### config.mk
export PLATFORM = sky130hd
export DESIGN_NAME = layer_output_writer
export DESIGN_NICKNAME = d
export VERILOG_FILES = /design/src/rtl/nn_mem_pkg.sv /design/src/rtl/bram_addr_seq.sv /design/src/rtl/layer_output_writer.sv
export SDC_FILE = /design/constraint.sdc
export NUM_CORES = 1
export LEC_CHECK = 0
export CAP_MARGIN = 10
export CORE_MARGIN = 1.5
export CORE_UTILIZATION = 44
export CTS_CLUSTER_SIZE = 16
export DETAILED_ROUTE_END_ITERATION = 16
export PLACE_DENSITY_LB_ADDON = 0.25
export SKIP_CTS_REPAIR_TIMING = 1
export SYNTH_ARGS = -nofsm -noshare
export SYNTH_HDL_FRONTEND = slang
export SYNTH_SLANG_ARGS = --single-unit
### constraint.sdc
create_clock -name clk -period 4.6 [get_ports clk]
set_clock_uncertainty 0.15 [all_clocks]
set_input_delay 0.92 -clock clk [delete_from_list [all_inputs] [get_ports clk]]
set_output_delay 0.92 -clock clk [all_outputs]
set_load 0.005 [all_outputs]
### src/rtl/nn_mem_pkg.sv
// Shared BRAM-side definitions for the layer output writer and the weight loaders:
// FSM state encodings and the BRAM read latency.
package nn_mem_pkg;

  typedef enum logic [1:0] {
    ST_IDLE   = 2'd0,
    ST_WRITE  = 2'd1,
    ST_VERIFY = 2'd2,
    ST_DONE   = 2'd3
  } mem_state_e;

  // Cycles from a read address on the BRAM port to its data on bram_dout.
  localparam int BRAM_RD_LAT = 2;

endpackage

### src/rtl/bram_addr_seq.sv
// Base-plus-offset BRAM address counter with load, increment and terminal-count flag.
// The address wraps modulo 2^ADDR_WIDTH; the count is one bit wider so it never wraps.
module bram_addr_seq #(
  parameter int ADDR_WIDTH = 18,
  parameter int BASE_ADDR  = 0,
  parameter int LAST_CNT   = 7
) (
  input  logic                  clk,
  input  logic                  rst,
  input  logic                  load,
  input  logic                  inc,
  output logic [ADDR_WIDTH-1:0] addr,
  output logic [ADDR_WIDTH:0]   cnt,
  output logic                  last
);

  localparam int CW = ADDR_WIDTH + 1;

  logic [CW-1:0] cnt_q, cnt_d;

  // load wins over inc so a caller can restart the sequence on its final step.
  always_comb begin
    cnt_d = cnt_q;
    if (load) begin
      cnt_d = '0;
    end else if (inc) begin
      cnt_d = cnt_q + CW'(1);
    end
  end

  always_ff @(posedge clk) begin
    if (rst) begin
      cnt_q <= '0;
    end else begin
      cnt_q <= cnt_d;
    end
  end

  assign cnt  = cnt_q;
  assign addr = ADDR_WIDTH'(BASE_ADDR) + cnt_q[ADDR_WIDTH-1:0];
  assign last = (cnt_q == CW'(LAST_CNT));

endmodule

### src/rtl/layer_output_writer.sv
// Snapshots a flat bus of NUM_WORDS words on start and streams them into consecutive
// BRAM addresses from BASE_ADDR. Define WRITER_VERIFY_EN to add a read-back check pass.
module layer_output_writer
  import nn_mem_pkg::*;
#(
  parameter int NUM_WORDS  = 8,
  parameter int W          = 8,
  parameter int ADDR_WIDTH = 18,
  parameter int BASE_ADDR  = 0
) (
  input  logic                   clk,
  input  logic                   rst,
  input  logic                   start,
  input  logic [NUM_WORDS*W-1:0] data_in,
  output logic                   bram_en,
  output logic                   bram_wen,
  output logic                   bram_ren,
  output logic [ADDR_WIDTH-1:0]  bram_addr,
  output logic [W-1:0]           bram_din,
  input  logic [W-1:0]           bram_dout,
  output logic                   busy,
  output logic                   done,
  output logic                   verify_err,
  output logic [1:0]             state_dbg
);

  // Handshake: start is a level request taken only in IDLE; done stays high while start
  // is held, and start must drop (returning to IDLE) before another burst is accepted.

  localparam int CW = ADDR_WIDTH + 1;

  mem_state_e state_q, state_d;
  logic [NUM_WORDS*W-1:0] snap_q, snap_d;
  logic                   bram_en_q, bram_en_d;
  logic                   bram_wen_q, bram_wen_d;
  logic [ADDR_WIDTH-1:0]  bram_addr_q, bram_addr_d;
  logic [W-1:0]           bram_din_q, bram_din_d;
  logic                   busy_q, busy_d;
  logic                   done_q, done_d;

  logic                  accept;
  logic                  rd_issue;
  logic                  seq_load, seq_inc, seq_last;
  logic [ADDR_WIDTH-1:0] seq_addr;
  logic [CW-1:0]         seq_cnt;
  logic [W-1:0]          word_sel;

  bram_addr_seq #(
    .ADDR_WIDTH (ADDR_WIDTH),
    .BASE_ADDR  (BASE_ADDR),
    .LAST_CNT   (NUM_WORDS - 1)
  ) u_addr_seq (
    .clk  (clk),
    .rst  (rst),
    .load (seq_load),
    .inc  (seq_inc),
    .addr (seq_addr),
    .cnt  (seq_cnt),
    .last (seq_last)
  );

  always_comb begin
    word_sel = '0;
    for (int k = 0; k < NUM_WORDS; k++) begin
      if (seq_cnt == CW'(k)) begin
        word_sel = snap_q[k*W +: W];
      end
    end
  end

`ifdef WRITER_VERIFY_EN
  // The verify pass keeps counting past the last read until the final compare lands.
  localparam logic [CW-1:0] VERIFY_END = CW'(NUM_WORDS - 1 + BRAM_RD_LAT);
  assign rd_issue = (state_q == ST_VERIFY) && (seq_cnt < CW'(NUM_WORDS));
`else
  assign rd_issue = 1'b0;
`endif

  always_comb begin
    state_d  = state_q;
    snap_d   = snap_q;
    seq_load = 1'b0;
    seq_inc  = 1'b0;
    accept   = 1'b0;
    case (state_q)
      ST_IDLE: begin
        if (start) begin
          snap_d   = data_in;
          seq_load = 1'b1;
          accept   = 1'b1;
          state_d  = ST_WRITE;
        end
      end
      ST_WRITE: begin
        seq_inc = 1'b1;
        if (seq_last) begin
          seq_load = 1'b1;
`ifdef WRITER_VERIFY_EN
          state_d  = ST_VERIFY;
`else
          state_d  = ST_DONE;
`endif
        end
      end
`ifdef WRITER_VERIFY_EN
      ST_VERIFY: begin
        seq_inc = 1'b1;
        if (seq_cnt == VERIFY_END) begin
          state_d = ST_DONE;
        end
      end
`endif
      ST_DONE: begin
        if (!start) begin
          state_d = ST_IDLE;
        end
      end
      default: state_d = ST_IDLE;
    endcase
  end

  // Port outputs are registered one cycle behind the FSM state that produces them.
  always_comb begin
    bram_wen_d  = (state_q == ST_WRITE);
    bram_en_d   = bram_wen_d || rd_issue;
    bram_addr_d = bram_en_d ? seq_addr : bram_addr_q;
    bram_din_d  = bram_wen_d ? word_sel : bram_din_q;
    busy_d      = (state_d != ST_IDLE) && (state_q != ST_DONE);
    done_d      = (state_q == ST_DONE);
  end

  always_ff @(posedge clk) begin
    if (rst) begin
      state_q     <= ST_IDLE;
      bram_en_q   <= 1'b0;
      bram_wen_q  <= 1'b0;
      bram_addr_q <= ADDR_WIDTH'(BASE_ADDR);
      bram_din_q  <= '0;
      busy_q      <= 1'b0;
      done_q      <= 1'b0;
    end else begin
      state_q     <= state_d;
      bram_en_q   <= bram_en_d;
      bram_wen_q  <= bram_wen_d;
      bram_addr_q <= bram_addr_d;
      bram_din_q  <= bram_din_d;
      busy_q      <= busy_d;
      done_q      <= done_d;
    end
  end

  always_ff @(posedge clk) begin
    snap_q <= snap_d;
  end

`ifdef WRITER_VERIFY_EN
  logic                 bram_ren_q, bram_ren_d;
  logic [BRAM_RD_LAT:0] chk_vld_q, chk_vld_d;
  logic [W-1:0]         chk_exp_q [BRAM_RD_LAT+1];
  logic [W-1:0]         chk_exp_d [BRAM_RD_LAT+1];
  logic                 err_q, err_d;

  // Expected words ride alongside each read until its data returns on bram_dout.
  always_comb begin
    bram_ren_d   = rd_issue;
    chk_vld_d    = {chk_vld_q[BRAM_RD_LAT-1:0], rd_issue};
    chk_exp_d[0] = word_sel;
    for (int i = 1; i <= BRAM_RD_LAT; i++) begin
      chk_exp_d[i] = chk_exp_q[i-1];
    end
    err_d = err_q;
    if (accept) begin
      err_d = 1'b0;
    end else if (chk_vld_q[BRAM_RD_LAT] && (bram_dout != chk_exp_q[BRAM_RD_LAT])) begin
      err_d = 1'b1;
    end
  end

  always_ff @(posedge clk) begin
    if (rst) begin
      bram_ren_q <= 1'b0;
      chk_vld_q  <= '0;
      err_q      <= 1'b0;
    end else begin
      bram_ren_q <= bram_ren_d;
      chk_vld_q  <= chk_vld_d;
      err_q      <= err_d;
    end
  end

  always_ff @(posedge clk) begin
    chk_exp_q <= chk_exp_d;
  end

  assign bram_ren   = bram_ren_q;
  assign verify_err = err_q;
`else
  logic unused_dout;
  assign unused_dout = ^{bram_dout, accept};
  assign bram_ren    = 1'b0;
  assign verify_err  = 1'b0;
`endif

  assign bram_en   = bram_en_q;
  assign bram_wen  = bram_wen_q;
  assign bram_addr = bram_addr_q;
  assign bram_din  = bram_din_q;
  assign busy      = busy_q;
  assign done      = done_q;
  assign state_dbg = state_q;

endmodule
==> impl_results.md <==
* Synth top cells by count: nand2_1, edfxtp_1, dfxtp_1
* RD Place Congestion at 0.863
* Synth top area cells: edfxtp_1, dfxtp_1, nand2_1
* Num CTS Buffers at 17
* Reg2reg path depth at 6
* Total stage count of the critical path at 1
* Post-DRT Antenna Nets at 0
* Chip height at 104 microns
* Total global-route track usage at 19.2%
* Crit-path max FO at 8
* WS Path Type: register to output port
* PwrDens at 420 mW/mm^2
* Crit-path max cell delay at 570 ps
* DRT iter0 DRCs at 156
* Vias at 3373
* Clock transition at the registers of the reported paths at 50 ps
* Period utilisation layout at 57.3%
* Setup TNS Final at 0 ps
* N_diodes at 0
* Worst-Margin Slew at 923 ps
* Clock tree buffer depth at 2
* Slowest CP cell: clkdlybuf4s50_1
* First-pass GRT wire length at 16000 microns
* Sequential fraction of the synthesis area at 65.0%
* Wire length per cell at 15.7 microns
* Post-DP HPWL at 6660 microns
* Relative slew margins at 38.5%
* # nets final at 576
* Cell Area, Synth at 0.00450 sq mm
* Fmax at 0.380 GHz
* DR vias/cell at 5.25
* Core Area at 0.00986 sq mm
* Number of global-route vias before repair at 3333
* Starting density of the core at 45.6%
* Depth of the worst hold-timing path at 2
* Final hold vios at 0
* Syn. warnings at 0
* P&R area growth vs syn at 37.2%
* Worst Path Required at 3530 ps
* Critical path launch point type: register
* Top-area cell type share of the netlist area at 42.7%
* Syn avg cell area at 11.3 sq um
* Status: complete, no violations
* CTS tree: yes
* Finished Layout Cells at 643
* Family with the most delay on the worst path: buffers and inverters
* H-tree Lvls at 4
* Area leader, netlist: edfxtp_1
* Internal power at 0.00203 W
* Skew-Pair Late Insertion Delay at 510 ps
* WL final at 10100 microns
* Synth Flop Type: edfxtp_1
* Total of max-cap violations at 0
* Worst Path Buf+Inv at 1
* VDD IR max at 0.000235 V
* Drt first pass iters at 4
* Worst Setup End Kind: output port
* Comb pwr share at 6.5%
* #FFs+latches synth at 114
* Library cells used by synthesis at 44
* Inst Count DP at 611
* Cell with the most instances after synthesis: nand2_1
* Min Tclk post-route at 2630 ps
* Die W at 104 microns
* Grt ovf at 0
* Cells after synthesis at 398
* Share of total power in sequential cells at 44.0%
* Asr flop ratio synth at 0%
* Fin. max-slew vios at 0
* RSZ-0062 raised after global routing: false
* CTS root buf: clkbuf_8
* Leakage power total at 2.10 nW
* DRC viols at 0
* Net switching power at 0.000558 W
* Layout cells sized above 1 at 8.63%
* Clock power frac at 49.5%
* Sw frac at 21.5%
* Post-synth EDFFs at 64
* Final hold slack at 303 ps
* Crit path cell chain: clkdlybuf4s50_1
* IO Pins at 109
* Final Setup Violations at 0
* Die area at 0.0108 sq mm
* CP arrival at 1560 ps
* Largest net degree at the start of global routing at 40
* Clock Sinks at 114
* Port Buffer Count at 98
* Worst Hold Class: register to register
* Row cnt at 36
* Initial antenna violation count at 0
[sequential cells by signal, summed over array words and instances, names as in the netlist]
name and flops:
done 1, snap_q 64, busy 1, bram_addr 18, state_dbg 2, bram_wen 1, bram_din 8, u_addr_seq.cnt 19
[layout make-up]
class                      count  area (sq um)
multi-input combinational    257          1460
fill                         762          3700
tap                          133           166
timing repair buffer         101          1020
inverter                       6          22.5
clock inverter                14           165
clock buffer                  18           418
sequential                   114          2920
[cells in the final DEF (no fill, tap or decap), types with 3 or more instances in the layout]
cell and instances:
nor2b_1 3, inv_1 6, nand4_1 4, clkinv_2 4
o21ai_0 5, clkinv_4 5, a22oi_1 14, bufinv_16 3
nand3_1 8, a32oi_1 3, a211oi_1 8, clkbuf_16 16
a21oi_1 27, nand2_1 69, nor2_1 40, ha_1 4
xor2_1 13, o21ai_1 7, o22ai_1 14, xnor2_1 4
dfxtp_1 50, nand2b_1 4, clkdlybuf4s50_1 98, edfxtp_1 64
nor4_2 5
[power by group through the flow]
| stage | Combinational, W | Clock [W] | Sequential [W] |
|---|---|---|---|
| 3_3_place_gp | 0.000165 | 0 | 0.00116 |
| 4_1_cts | 0.000169 | 0.00130 | 0.00114 |
| 5_1_grt | 0.000180 | 0.00135 | 0.00114 |
| 3_5_place_dp | 0.000168 | 0 | 0.00116 |
| 6_report | 0.000168 | 0.00128 | 0.00114 |
| 2_1_floorplan | 0.0000715 | 0 | 0.00116 |
[tightest hold or removal path: cells and delay by family, from the launching register on]
kind            cells  cell delay (ps)
compound gates      1               50
flops               1              300
simple gates        1               50
[routing by layer]
metal | up-vias | global-route usage, % | share of wire, %
met5 | - | 0 | 0
met4 | 0 | 8.73 | 2.5
met3 | 19 | 7.27 | 6.7
met2 | 121 | 31.6 | 49
met1 | 1593 | 22.1 | 42
li1 | 1640 | - | -
[worst paths after layout]
check / endpoint / slack (ps) / start
setup reg to reg: u_addr_seq.cnt[14] / 2000 / u_addr_seq.cnt[1]
hold reg to reg: bram_addr[14] / 300 / bram_addr[14]
setup / recovery: state_dbg[0] / 1970 / state_dbg[0]
hold / removal: bram_addr[14] / 300 / bram_addr[14]
[through the flow]
stage	setup WS, ps	utilization (%)	total power (W)	instance area [sq um]
finish	1970	62.5	0.00259	6170
CTS	1930	62.5	0.00260	6170
detailed placement	1570	56.6	0.00133	5590
global route	1780	62.5	0.00267	6170
floorplan	1040	-	0.00123	4500
global placement	1660	56.6	0.00132	5590
[cell families (layout without fill, tap and decap cells)]
| group | Yosys count | count (layout) | share of synthesized area, % |
|---|---|---|---|
| compound gates | 86 | 86 | 12.1 |
| buf+inv | 28 | 139 | 2.84 |
| simple gates | 148 | 148 | 15.5 |
| other cells | 1 | 2 | 0.0834 |
| fa+ha+maj | 4 | 4 | 1.11 |
| flops | 114 | 114 | 65.0 |
| xor+xnor | 17 | 17 | 3.31 |
Note: power is estimated with default switching activity, not from simulation.
